File: src/rtl/fir_err_monitor_if.sv
// Stream/result bundle between the FIR output sources (master) and the
// error monitor (slave). Signal names follow the monitor's port list.
interface fir_err_monitor_if #(
  parameter int DW       = 32,
  parameter int WIN_LOG2 = 8
);
  logic                     start;
  logic [2:0]               lat_diff;
  logic                     in_valid;
  logic [DW-1:0]            exact_in;
  logic [DW-1:0]            approx_in;
  logic                     busy;
  logic                     done;
  logic [WIN_LOG2:0]        err_cnt;
  logic [DW-1:0]            max_err;
  logic [DW+WIN_LOG2-1:0]   sum_err;
  logic [DW-1:0]            mean_err;

  modport master (
    output start, lat_diff, in_valid, exact_in, approx_in,
    input  busy, done, err_cnt, max_err, sum_err, mean_err
  );

  modport slave (
    input  start, lat_diff, in_valid, exact_in, approx_in,
    output busy, done, err_cnt, max_err, sum_err, mean_err
  );
endinterface

File: src/rtl/fir_err_monitor.sv
// FIR error monitor: aligns the exact FIR stream to the approximate stream
// through a short delay line, then accumulates abs-error statistics over a
// window of 2**WIN_LOG2 compared samples and publishes them with a done pulse.
module fir_err_monitor #(
  parameter int DW       = 32,
  parameter int MAX_LAT  = 7,
  parameter int WIN_LOG2 = 8,
  parameter int ERR_THR  = 0
) (
  input  logic             clk,
  input  logic             Reset,
  fir_err_monitor_if.slave mon
);

  localparam int              CW        = WIN_LOG2 + 1;
  localparam int              SW        = DW + WIN_LOG2;
  localparam logic [CW-1:0]   LAST_BEAT = CW'((1 << WIN_LOG2) - 1);
  localparam logic [2:0]      MAX_LAT_C = 3'(MAX_LAT);
  localparam logic [DW-1:0]   ERR_THR_C = DW'(ERR_THR);

  typedef enum logic [1:0] {
    S_IDLE = 2'd0,
    S_FILL = 2'd1,
    S_ACC  = 2'd2,
    S_DONE = 2'd3
  } state_t;

  // |sext(a) - sext(b)| computed one bit wider so the full range never overflows;
  // the magnitude always fits back into DW bits.
  function automatic logic [DW-1:0] abs_diff(input logic [DW-1:0] a_val,
                                             input logic [DW-1:0] b_val);
    logic [DW:0]   w_d;
    logic [DW-1:0] w_n;
    w_d = {a_val[DW-1], a_val} - {b_val[DW-1], b_val};
    w_n = ~w_d[DW-1:0] + DW'(1);
    if (w_d[DW]) begin
      abs_diff = w_n;
    end else begin
      abs_diff = w_d[DW-1:0];
    end
  endfunction

  state_t          r_state;
  state_t          w_state_nxt;

  logic [2:0]      r_lat;
  logic [2:0]      r_fill_cnt;
  logic [CW-1:0]   r_beat_cnt;
  logic [DW-1:0]   r_dly [MAX_LAT];

  logic [SW-1:0]   r_sum;
  logic [DW-1:0]   r_max;
  logic [CW-1:0]   r_cnt;

  logic            r_busy;
  logic            r_done;
  logic [CW-1:0]   r_err_cnt;
  logic [DW-1:0]   r_max_err;
  logic [SW-1:0]   r_sum_err;
  logic [DW-1:0]   r_mean_err;

  logic [2:0]      w_lat_clamp;
  logic [DW-1:0]   w_exact_d;
  logic [DW-1:0]   w_abs;
  logic [SW-1:0]   w_sum_nxt;
  logic [DW-1:0]   w_max_nxt;
  logic [CW-1:0]   w_cnt_nxt;
  logic            w_shift;
  logic            w_accept;
  logic            w_start;
  logic            w_last;

  // Datapath: alignment tap selection and the per-beat statistics update.
  always_comb begin
    w_lat_clamp = (mon.lat_diff > MAX_LAT_C) ? MAX_LAT_C : mon.lat_diff;
    w_exact_d   = (r_lat == 3'd0) ? mon.exact_in : r_dly[r_lat - 3'd1];
    w_abs       = abs_diff(mon.approx_in, w_exact_d);
    w_sum_nxt   = r_sum + {{WIN_LOG2{1'b0}}, w_abs};
    w_max_nxt   = (w_abs > r_max) ? w_abs : r_max;
    w_cnt_nxt   = r_cnt + ((w_abs > ERR_THR_C) ? CW'(1) : CW'(0));
    w_shift     = mon.in_valid && ((r_state == S_FILL) || (r_state == S_ACC));
    w_accept    = mon.in_valid && (r_state == S_ACC);
    w_start     = mon.start && (r_state == S_IDLE);
    w_last      = w_accept && (r_beat_cnt == LAST_BEAT);
  end

  // Next-state logic for the measurement sequence.
  always_comb begin
    w_state_nxt = r_state;
    case (r_state)
      S_IDLE: begin
        if (mon.start) begin
          w_state_nxt = (w_lat_clamp == 3'd0) ? S_ACC : S_FILL;
        end else begin
          w_state_nxt = S_IDLE;
        end
      end
      S_FILL: begin
        if (mon.in_valid && (r_fill_cnt == (r_lat - 3'd1))) begin
          w_state_nxt = S_ACC;
        end else begin
          w_state_nxt = S_FILL;
        end
      end
      S_ACC: begin
        if (w_last) begin
          w_state_nxt = S_DONE;
        end else begin
          w_state_nxt = S_ACC;
        end
      end
      S_DONE:  w_state_nxt = S_IDLE;
      default: w_state_nxt = S_IDLE;
    endcase
  end

  // State register.
  always_ff @(posedge clk) begin
    if (Reset) begin
      r_state <= S_IDLE;
    end else begin
      r_state <= w_state_nxt;
    end
  end

  // Alignment delay line: shifts only on valid beats while measuring.
  always_ff @(posedge clk) begin
    if (Reset) begin
      for (int i = 0; i < MAX_LAT; i++) begin
        r_dly[i] <= '0;
      end
    end else if (w_shift) begin
      r_dly[0] <= mon.exact_in;
      for (int i = 1; i < MAX_LAT; i++) begin
        r_dly[i] <= r_dly[i-1];
      end
    end else begin
      for (int i = 0; i < MAX_LAT; i++) begin
        r_dly[i] <= r_dly[i];
      end
    end
  end

  // Window control: latched latency, fill and compared-beat counters.
  always_ff @(posedge clk) begin
    if (Reset) begin
      r_lat      <= 3'd0;
      r_fill_cnt <= 3'd0;
      r_beat_cnt <= '0;
    end else if (w_start) begin
      r_lat      <= w_lat_clamp;
      r_fill_cnt <= 3'd0;
      r_beat_cnt <= '0;
    end else begin
      if (mon.in_valid && (r_state == S_FILL)) begin
        r_fill_cnt <= r_fill_cnt + 3'd1;
      end
      if (w_accept) begin
        r_beat_cnt <= r_beat_cnt + CW'(1);
      end
    end
  end

  // Running accumulators, cleared when a new window is started.
  always_ff @(posedge clk) begin
    if (Reset) begin
      r_sum <= '0;
      r_max <= '0;
      r_cnt <= '0;
    end else if (w_start) begin
      r_sum <= '0;
      r_max <= '0;
      r_cnt <= '0;
    end else if (w_accept) begin
      r_sum <= w_sum_nxt;
      r_max <= w_max_nxt;
      r_cnt <= w_cnt_nxt;
    end else begin
      r_sum <= r_sum;
      r_max <= r_max;
      r_cnt <= r_cnt;
    end
  end

  // Registered status and results; results load together with the done pulse
  // and hold until the next completed window.
  always_ff @(posedge clk) begin
    if (Reset) begin
      r_busy     <= 1'b0;
      r_done     <= 1'b0;
      r_err_cnt  <= '0;
      r_max_err  <= '0;
      r_sum_err  <= '0;
      r_mean_err <= '0;
    end else begin
      r_busy <= (w_state_nxt == S_FILL) || (w_state_nxt == S_ACC);
      r_done <= (w_state_nxt == S_DONE);
      if (w_last) begin
        r_err_cnt  <= w_cnt_nxt;
        r_max_err  <= w_max_nxt;
        r_sum_err  <= w_sum_nxt;
        r_mean_err <= w_sum_nxt[SW-1:WIN_LOG2];
      end
    end
  end

  assign mon.busy     = r_busy;
  assign mon.done     = r_done;
  assign mon.err_cnt  = r_err_cnt;
  assign mon.max_err  = r_max_err;
  assign mon.sum_err  = r_sum_err;
  assign mon.mean_err = r_mean_err;

endmodule

File: src/flat_wrapper.sv
// flat-port wrapper written by rule: the top's interface ports become plain ports
module fir_err_monitor_flat 
#(
  parameter int DW       = 32,
  parameter int MAX_LAT  = 7,
  parameter int WIN_LOG2 = 8,
  parameter int ERR_THR  = 0
)
  (clk, Reset, mon_start, mon_lat_diff, mon_in_valid, mon_exact_in, mon_approx_in, mon_busy, mon_done, mon_err_cnt, mon_max_err, mon_sum_err, mon_mean_err);
  fir_err_monitor_if #(.DW(DW), .WIN_LOG2(WIN_LOG2)) mon_i ();
  input  logic clk;
  input  logic Reset;
  input wire logic [$bits(mon_i.start)-1:0] mon_start;
  input wire logic [$bits(mon_i.lat_diff)-1:0] mon_lat_diff;
  input wire logic [$bits(mon_i.in_valid)-1:0] mon_in_valid;
  input wire logic [$bits(mon_i.exact_in)-1:0] mon_exact_in;
  input wire logic [$bits(mon_i.approx_in)-1:0] mon_approx_in;
  output wire logic [$bits(mon_i.busy)-1:0] mon_busy;
  output wire logic [$bits(mon_i.done)-1:0] mon_done;
  output wire logic [$bits(mon_i.err_cnt)-1:0] mon_err_cnt;
  output wire logic [$bits(mon_i.max_err)-1:0] mon_max_err;
  output wire logic [$bits(mon_i.sum_err)-1:0] mon_sum_err;
  output wire logic [$bits(mon_i.mean_err)-1:0] mon_mean_err;
  assign mon_i.start = mon_start;
  assign mon_i.lat_diff = mon_lat_diff;
  assign mon_i.in_valid = mon_in_valid;
  assign mon_i.exact_in = mon_exact_in;
  assign mon_i.approx_in = mon_approx_in;
  assign mon_busy = mon_i.busy;
  assign mon_done = mon_i.done;
  assign mon_err_cnt = mon_i.err_cnt;
  assign mon_max_err = mon_i.max_err;
  assign mon_sum_err = mon_i.sum_err;
  assign mon_mean_err = mon_i.mean_err;
  fir_err_monitor #(.DW(DW), .MAX_LAT(MAX_LAT), .WIN_LOG2(WIN_LOG2), .ERR_THR(ERR_THR)) u_core (.clk(clk), .Reset(Reset), .mon(mon_i));
endmodule
File: config.mk
export PLATFORM = sky130hd
export DESIGN_NAME = fir_err_monitor_flat
export DESIGN_NICKNAME = d
export VERILOG_FILES = /design/src/rtl/fir_err_monitor_if.sv /design/src/rtl/fir_err_monitor.sv /design/src/flat_wrapper.sv
export SDC_FILE = /design/constraint.sdc
export NUM_CORES = 1
export LEC_CHECK = 0
export CELL_PAD_IN_SITES_DETAIL_PLACEMENT = 0
export CELL_PAD_IN_SITES_GLOBAL_PLACEMENT = 1
export CORE_AREA = 2 2 283 173
export DETAILED_ROUTE_END_ITERATION = 12
export DIE_AREA = 0 0 285 175
export HOLD_SLACK_MARGIN = 0.15
export PLACE_DENSITY = 0.92
export SYNTH_ARGS = -nofsm -noshare
export SYNTH_HDL_FRONTEND = slang
export SYNTH_SLANG_ARGS = --single-unit
File: constraint.sdc
create_clock -name clk -period 13.9 [get_ports clk]
set_clock_uncertainty 0.15 [all_clocks]
set_input_delay 2.085 -clock clk [delete_from_list [all_inputs] [get_ports clk]]
set_output_delay 2.085 -clock clk [all_outputs]
set_load 0.05 [all_outputs]
## Word level (Yosys, flattened, before mapping)

Memory sizes are Yosys's and may differ from the RTL's.
Index checks and enable logic that the tools add are counted.

- Flip-flop bits (word level): 213
- Input bits: 71
- Memories kept: 1
- Bits in writable memories: 224

Memories:

| memory | depth | width | rd ports | clocked after Yosys merged registers in | write ports | line | source |
|---|---|---|---|---|---|---|---|
| u_core.r_dly | 7 | 32 | 7 | 0 | 7 | fir_err_monitor.sv:49 | `logic [DW-1:0] r_dly [MAX_LAT];` |

- Reductions and logical operators: 13
- Equal/unequal tests: 9
- Bitwise gates (word level): 15
- Mux-type cells: 32
- Add/sub/neg operators: 7
- Magnitude comparators: 3

Operators with widths:

| operator | count |
|---|---|
| 2-to-1 mux 32 bit | 17 |
| adder 40 x 32 -> 40 bit | 1 |
| subtractor 32 x 32 -> 33 bit | 1 |
| adder 32 x 1 -> 32 bit, second input constant | 1 |
| greater-than comparator 32 x 1 -> 1 bit, second input constant | 1 |
| greater-than comparator 32 bit | 1 |
| inverter 32 bit | 1 |
| bitwise OR 1 bit | 14 |
| 2-to-1 mux 1 bit | 10 |
| adder 9 x 1 -> 9 bit, second input constant | 1 |
| adder 9 bit | 1 |
| == test 9 x 8 -> 1 bit, second input constant | 1 |
| == test 2 bit, second input constant | 4 |
| one-hot mux 2 bit (4 select lines) | 1 |
| logical AND 1 bit | 6 |
| logical NOT 3 bit | 2 |
| 2-to-1 mux 2 bit | 3 |
| == test 2 x 1 -> 1 bit, second input constant | 2 |
| adder 3 x 1 -> 3 bit, second input constant | 1 |
| == test 3 bit | 1 |
| greater-than comparator 3 bit, second input constant | 1 |
| 2-to-1 mux 3 bit | 1 |
| subtractor 3 x 1 -> 3 bit, second input constant | 1 |
| logical NOT 2 bit | 1 |
| other kinds (4) | 5 |

## Depth between registers and ports, before layout

An unclocked memory read counts as a cell.

- Depth after elaboration: 10
- Depth in mapped cells: 37
- Mapped depth without buffers: 31

## Worst setup path after synthesis

OpenSTA, ideal clock, no wires.

- Kind: register to register
- From: register u_core.r_lat[0]
- To: register u_core.r_mean_err[30] (netlist: u_core.mon.mean_err[30])
- Data arrival time: 7,931 ps
- Setup slack: 5,728 ps
- Path buffers: 6
- Stages on the path, launching flop included: 37
- Setup time: 91 ps
- Cell sequence: dfxtp_1 -> buf_1 -> inv_1 -> ha_1 -> buf_1 -> buf_1 -> mux4_2 -> nor2_1 -> o31ai_1 -> ha_1 -> fa_1 -> and2b_1 -> o211ai_1 -> a2111oi_2 -> nor2_1 -> o21ai_1 -> a21o_1 -> buf_2 -> buf_1 -> nor2_1 -> xor2_1 -> inv_1 -> ha_1 -> a21o_1 -> a21oi_1 -> o21bai_1 -> a21o_1 -> a21oi_1 -> o21ai_1 -> o2111ai_1 -> nor3_1 -> o21ai_0 -> a21oi_1 -> o211ai_1 -> clkbuf_1 -> or3_1 -> a311oi_1

- Cells in the longest elaborated chain, start to end: 8
- Elaborated cells between the ends (all ways): 9
- Classes of those cells: 4 x add/sub; 2 x mux; 1 x bitwise; 1 x reduce/logical; 1 x memory

RTL lines:

| item | line | source |
|---|---|---|
| from (decl) | fir_err_monitor.sv:46 | `logic [2:0] r_lat;` |
| from (signal assigned) | fir_err_monitor.sv:151 | `r_lat <= w_lat_clamp;` |
| subtractor 3 x 1 -> 3 bit | fir_err_monitor.sv:76 | `w_exact_d = (r_lat == 3'd0) ? mon.exact_in : r_dly[r_lat - 3'd1];` |
| memory (7 x 32 bit) | n/a |  |
| 2-to-1 mux 32 bit * | fir_err_monitor.sv:76 |  |
| subtractor 32 x 32 -> 33 bit * | fir_err_monitor.sv:34 | `w_d = {a_val[DW-1], a_val} - {b_val[DW-1], b_val};` |
| inverter 32 bit | fir_err_monitor.sv:35 | `w_n = ~w_d[DW-1:0] + DW'(1);` |
| adder 32 x 1 -> 32 bit | fir_err_monitor.sv:35 |  |
| 2-to-1 mux 32 bit * | fir_err_monitor.sv:36 | `if (w_d[DW]) begin` |
| adder 40 x 32 -> 40 bit * | fir_err_monitor.sv:78 | `w_sum_nxt = r_sum + {{WIN_LOG2{1'b0}}, w_abs};` |
| to (signal assigned) | fir_err_monitor.sv:202 | `r_mean_err <= w_sum_nxt[SW-1:WIN_LOG2];` |
| to (decl) | fir_err_monitor.sv:60 | `logic [DW-1:0] r_mean_err;` |

Mark *: on every way between the ends. The rest lies on a longest branch, timed or not.
A chain may end at the register's enable or synchronous reset.

## Worst setup path after layout

Ends and elaborated chain as after synthesis.

==> flow_metrics.env <==
export IMPL_status="complete, no violations"
export IMPL_worst_skew_pair_late_latency_ns=0.56
export IMPL_initial_core_util=0.494
export IMPL_tritoncts="yes"
export IMPL_drv_cap=0
export IMPL_p_per_area_nw_per_um2=148
export IMPL_final_cell_mix="edfxtp_1 (224), nand2_1 (199), clkdlybuf4s50_1 (184), dfxtp_1 (180), nor2b_1 (175)"
export IMPL_ff2ff_setup_slack_ns=3.69
export IMPL_synthArstFlopShare=0
export IMPL_grt_max_degree=108
export IMPL_setup_violations=0
export IMPL_dieArea_um2=49900
export IMPL_cp_max_fo=46
export IMPL_drt_iter0_drc=1663
export IMPL_io_pins=186
export IMPL_syn_area_um2=23400
export IMPL_r2r_end="u_core.mon.mean_err[30]$_SDFFE_PP0P_"
export IMPL_hpwlAfterDp_um=42300
export IMPL_rsz0062_at_grt="no"
export IMPL_r2r_start="u_core.r_lat[0]$_SDFFE_PP0P_"
export IMPL_viasPerCell=5.94
export IMPL_ys_types=97
export IMPL_die_x_um=285
export IMPL_slowest_stage="a21o_1"
export IMPL_dr_pass1_iters=5
export IMPL_max_stage_delay_ns=0.64
export IMPL_nNetsFinal=2616
export IMPL_gp_congestion=0.922
export IMPL_clk_pin_slew_ns=0.07
export IMPL_slew_violations=0
export IMPL_syn_inst=2341
export IMPL_hp_class="reg -> reg"
export IMPL_synth_enable_flop_cells=224
export IMPL_first_global_vias=17500
export IMPL_cts_setup_buffers=0
export IMPL_die_y_um=175
export IMPL_synth_seq_cells=405
export IMPL_place_inst=3033
export IMPL_fmaxAchievable_mhz=98.0
export IMPL_syn_area_per_cell_um2=9.98
export IMPL_intPower_uw=2470
export IMPL_power_switching_uw=1510
export IMPL_grt_pass1_wl_um=98700
export IMPL_fp_row_count=62
export IMPL_max_slew_margin=0.246
export IMPL_power_share_clock=0.286
export IMPL_p_leak_uw=0.00956
export IMPL_finalCritPeriodShare=0.734
export IMPL_crit_family="compound AO/OA/AOI/OAI gates"
export IMPL_critical_path_endpoint="u_core.mon.mean_err[30]$_SDFFE_PP0P_"
export IMPL_synth_warnings=0
export IMPL_ctsResizeCount=0
export IMPL_cp_arrival_ns=10.52
export IMPL_fillerInstances=4095
export IMPL_grt_use_total=0.247
export IMPL_tightest_slew_ns=1.13
export IMPL_ant_nets=0
export IMPL_hold_viol_final=0
export IMPL_post_route_drc_count=0
export IMPL_worstSetupPathType="reg -> reg"
export IMPL_regArea_um2=10400
export IMPL_cts_root_buf="clkbuf_16"
export IMPL_worst_setup_path_start_kind="flop"
export IMPL_finalNonFillerCells=3105
export IMPL_r2r_cells=31
export IMPL_grt_ovfl_total=0
export IMPL_crit_start="u_core.r_lat[0]$_SDFFE_PP0P_"
export IMPL_core_area_um2=47300
export IMPL_yosysSeqAreaShare=0.443
export IMPL_worstPathRequired_ns=14.21
export IMPL_cp_num_buf_inv=3
export IMPL_path_depth=31
export IMPL_area_delta_synth_final_pct=14.8
export IMPL_min_period_ns=10.21
export IMPL_antenna_found_initial=0
export IMPL_ir_worst_vdd_v=0.000101
export IMPL_sequentialPowerShare=0.340
export IMPL_synth_flop_cell="edfxtp_1"
export IMPL_combPwrFrac=0.374
export IMPL_avgRoutedWirePerCell_um=20.2
export IMPL_final_common_cell="edfxtp_1"
export IMPL_switching_share=0.380
export IMPL_vias=18500
export IMPL_hold_buffers=0
export IMPL_fin_tns_setup_ns=0
export IMPL_port_buffers=185
export IMPL_cts_buffers=41
export IMPL_multi_input_area_um2=12000
export IMPL_clk_path_buf_depth=3
export IMPL_end_kind="flop"
export IMPL_antennaDiodeCount=0
export IMPL_drt_total_wl_um=62800
export IMPL_htree_levels=2
export IMPL_layout_drive_gt1_share=0.0767
export IMPL_clkSinkCount=405
sequential cells by signal, indices dropped and copies added, names as in the netlist:
register             count
u_core.r_dly           224
u_core.r_sum            40
u_core.mon.max_err      32
u_core.mon.mean_err     32
u_core.r_max            32
u_core.mon.err_cnt       9
u_core.r_beat_cnt        9
u_core.r_cnt             9
u_core.mon.sum_err       8
u_core.r_fill_cnt        3
u_core.r_lat             3
u_core.r_state           2
u_core.mon.busy          1
u_core.mon.done          1
power by group through the flow:
stage               registers, uW  clock network, uW  logic [uW]
floorplan                    1370                  0        1080
global placement             1370                  0        1440
detailed placement           1380                  0        1450
CTS                          1350               1160        1460
global route                 1360               1200        1620
finish                       1350               1140        1490
kinds of logic after synthesis:
group / Yosys count / share of synthesized area
muxes: 71 / 0.0492
xor gates and xnor gates: 113 / 0.0439
DFF: 405 / 0.443
other: 1 / 0.000161
buffers and inverters: 268 / 0.0509
AOI/OAI and AO/OA: 582 / 0.177
adders and majority gates: 109 / 0.0590
and+or+nand+nor: 792 / 0.177
metrics by stage:
stage | total power, uW | hold WS [ns] | util | worst slack, ns | area [um^2]
CTS | 3970 | 0.311 | 0.567 | 3.91 | 26800
finish | 3980 | 0.310 | 0.567 | 3.69 | 26800
detailed placement | 2820 | 0.301 | 0.538 | 3.81 | 25500
global placement | 2810 | 0.295 | 0.538 | 3.96 | 25500
global route | 4180 | 0.328 | 0.567 | 2.97 | 26800
floorplan | 2450 | 0.285 | - | 5.73 | 23500
worst min path at each step:
stage                                          to  slack, ns                               start  depth (start not counted)
2_1_floorplan       u_core.r_max[31]$_SDFFE_PP0P_       0.28       u_core.r_max[31]$_SDFFE_PP0P_                          2
5_1_grt             u_core.r_sum[19]$_SDFFE_PP0P_       0.33       u_core.r_sum[19]$_SDFFE_PP0P_                          2
3_5_place_dp   u_core.mon.sum_err[0]$_SDFFE_PP0P_       0.30  u_core.mon.sum_err[0]$_SDFFE_PP0P_                          2
6_report       u_core.mon.sum_err[7]$_SDFFE_PP0P_       0.31  u_core.mon.sum_err[7]$_SDFFE_PP0P_                          2
3_3_place_gp        u_core.r_sum[31]$_SDFFE_PP0P_       0.29       u_core.r_sum[31]$_SDFFE_PP0P_                          2
4_1_cts             u_core.r_sum[13]$_SDFFE_PP0P_       0.31       u_core.r_sum[13]$_SDFFE_PP0P_                          2
per-layer routing:
layer,GRT usage,vias to the layer above,routed length (um)
met5,0,-,0
met4,0.0615,0,1300
met3,0.0452,84,4200
met2,0.372,624,27300
met1,0.366,9003,30000
li1,-,8740,-
cells in the mapped netlist (all sizes together) (46+ instances only):
| library cell | number | area share |
|---|---|---|
| nor2 | 137 | 0.022 |
| edfxtp | 224 | 0.29 |
| nand2 | 202 | 0.033 |
| a211oi | 53 | 0.018 |
| buf | 67 | 0.019 |
| inv | 84 | 0.014 |
| xnor2 | 61 | 0.023 |
| xor2 | 50 | 0.019 |
| o21ai | 67 | 0.015 |
| ha | 107 | 0.057 |
| nor2b | 177 | 0.047 |
| nor3 | 56 | 0.012 |
| dfxtp | 181 | 0.16 |
| clkbuf | 117 | 0.019 |
| a21oi | 169 | 0.036 |
| and2 | 46 | 0.012 |
worst min-delay path, cell delays in order, from the launching register on:
cell	delay, ns
dfxtp_1	0.30
nand2_1	0.05
a21oi_1	0.05
final cells by class:
class                      instances  share of cell area
tap                              640              0.0299
timing repair buffer             205              0.0748
clock buffer                      53              0.0415
inverter                          84              0.0119
sequential                       405               0.386
multi-input combinational       1699               0.447
clock inverter                    19             0.00849
Power figures use the tool's default switching activity.
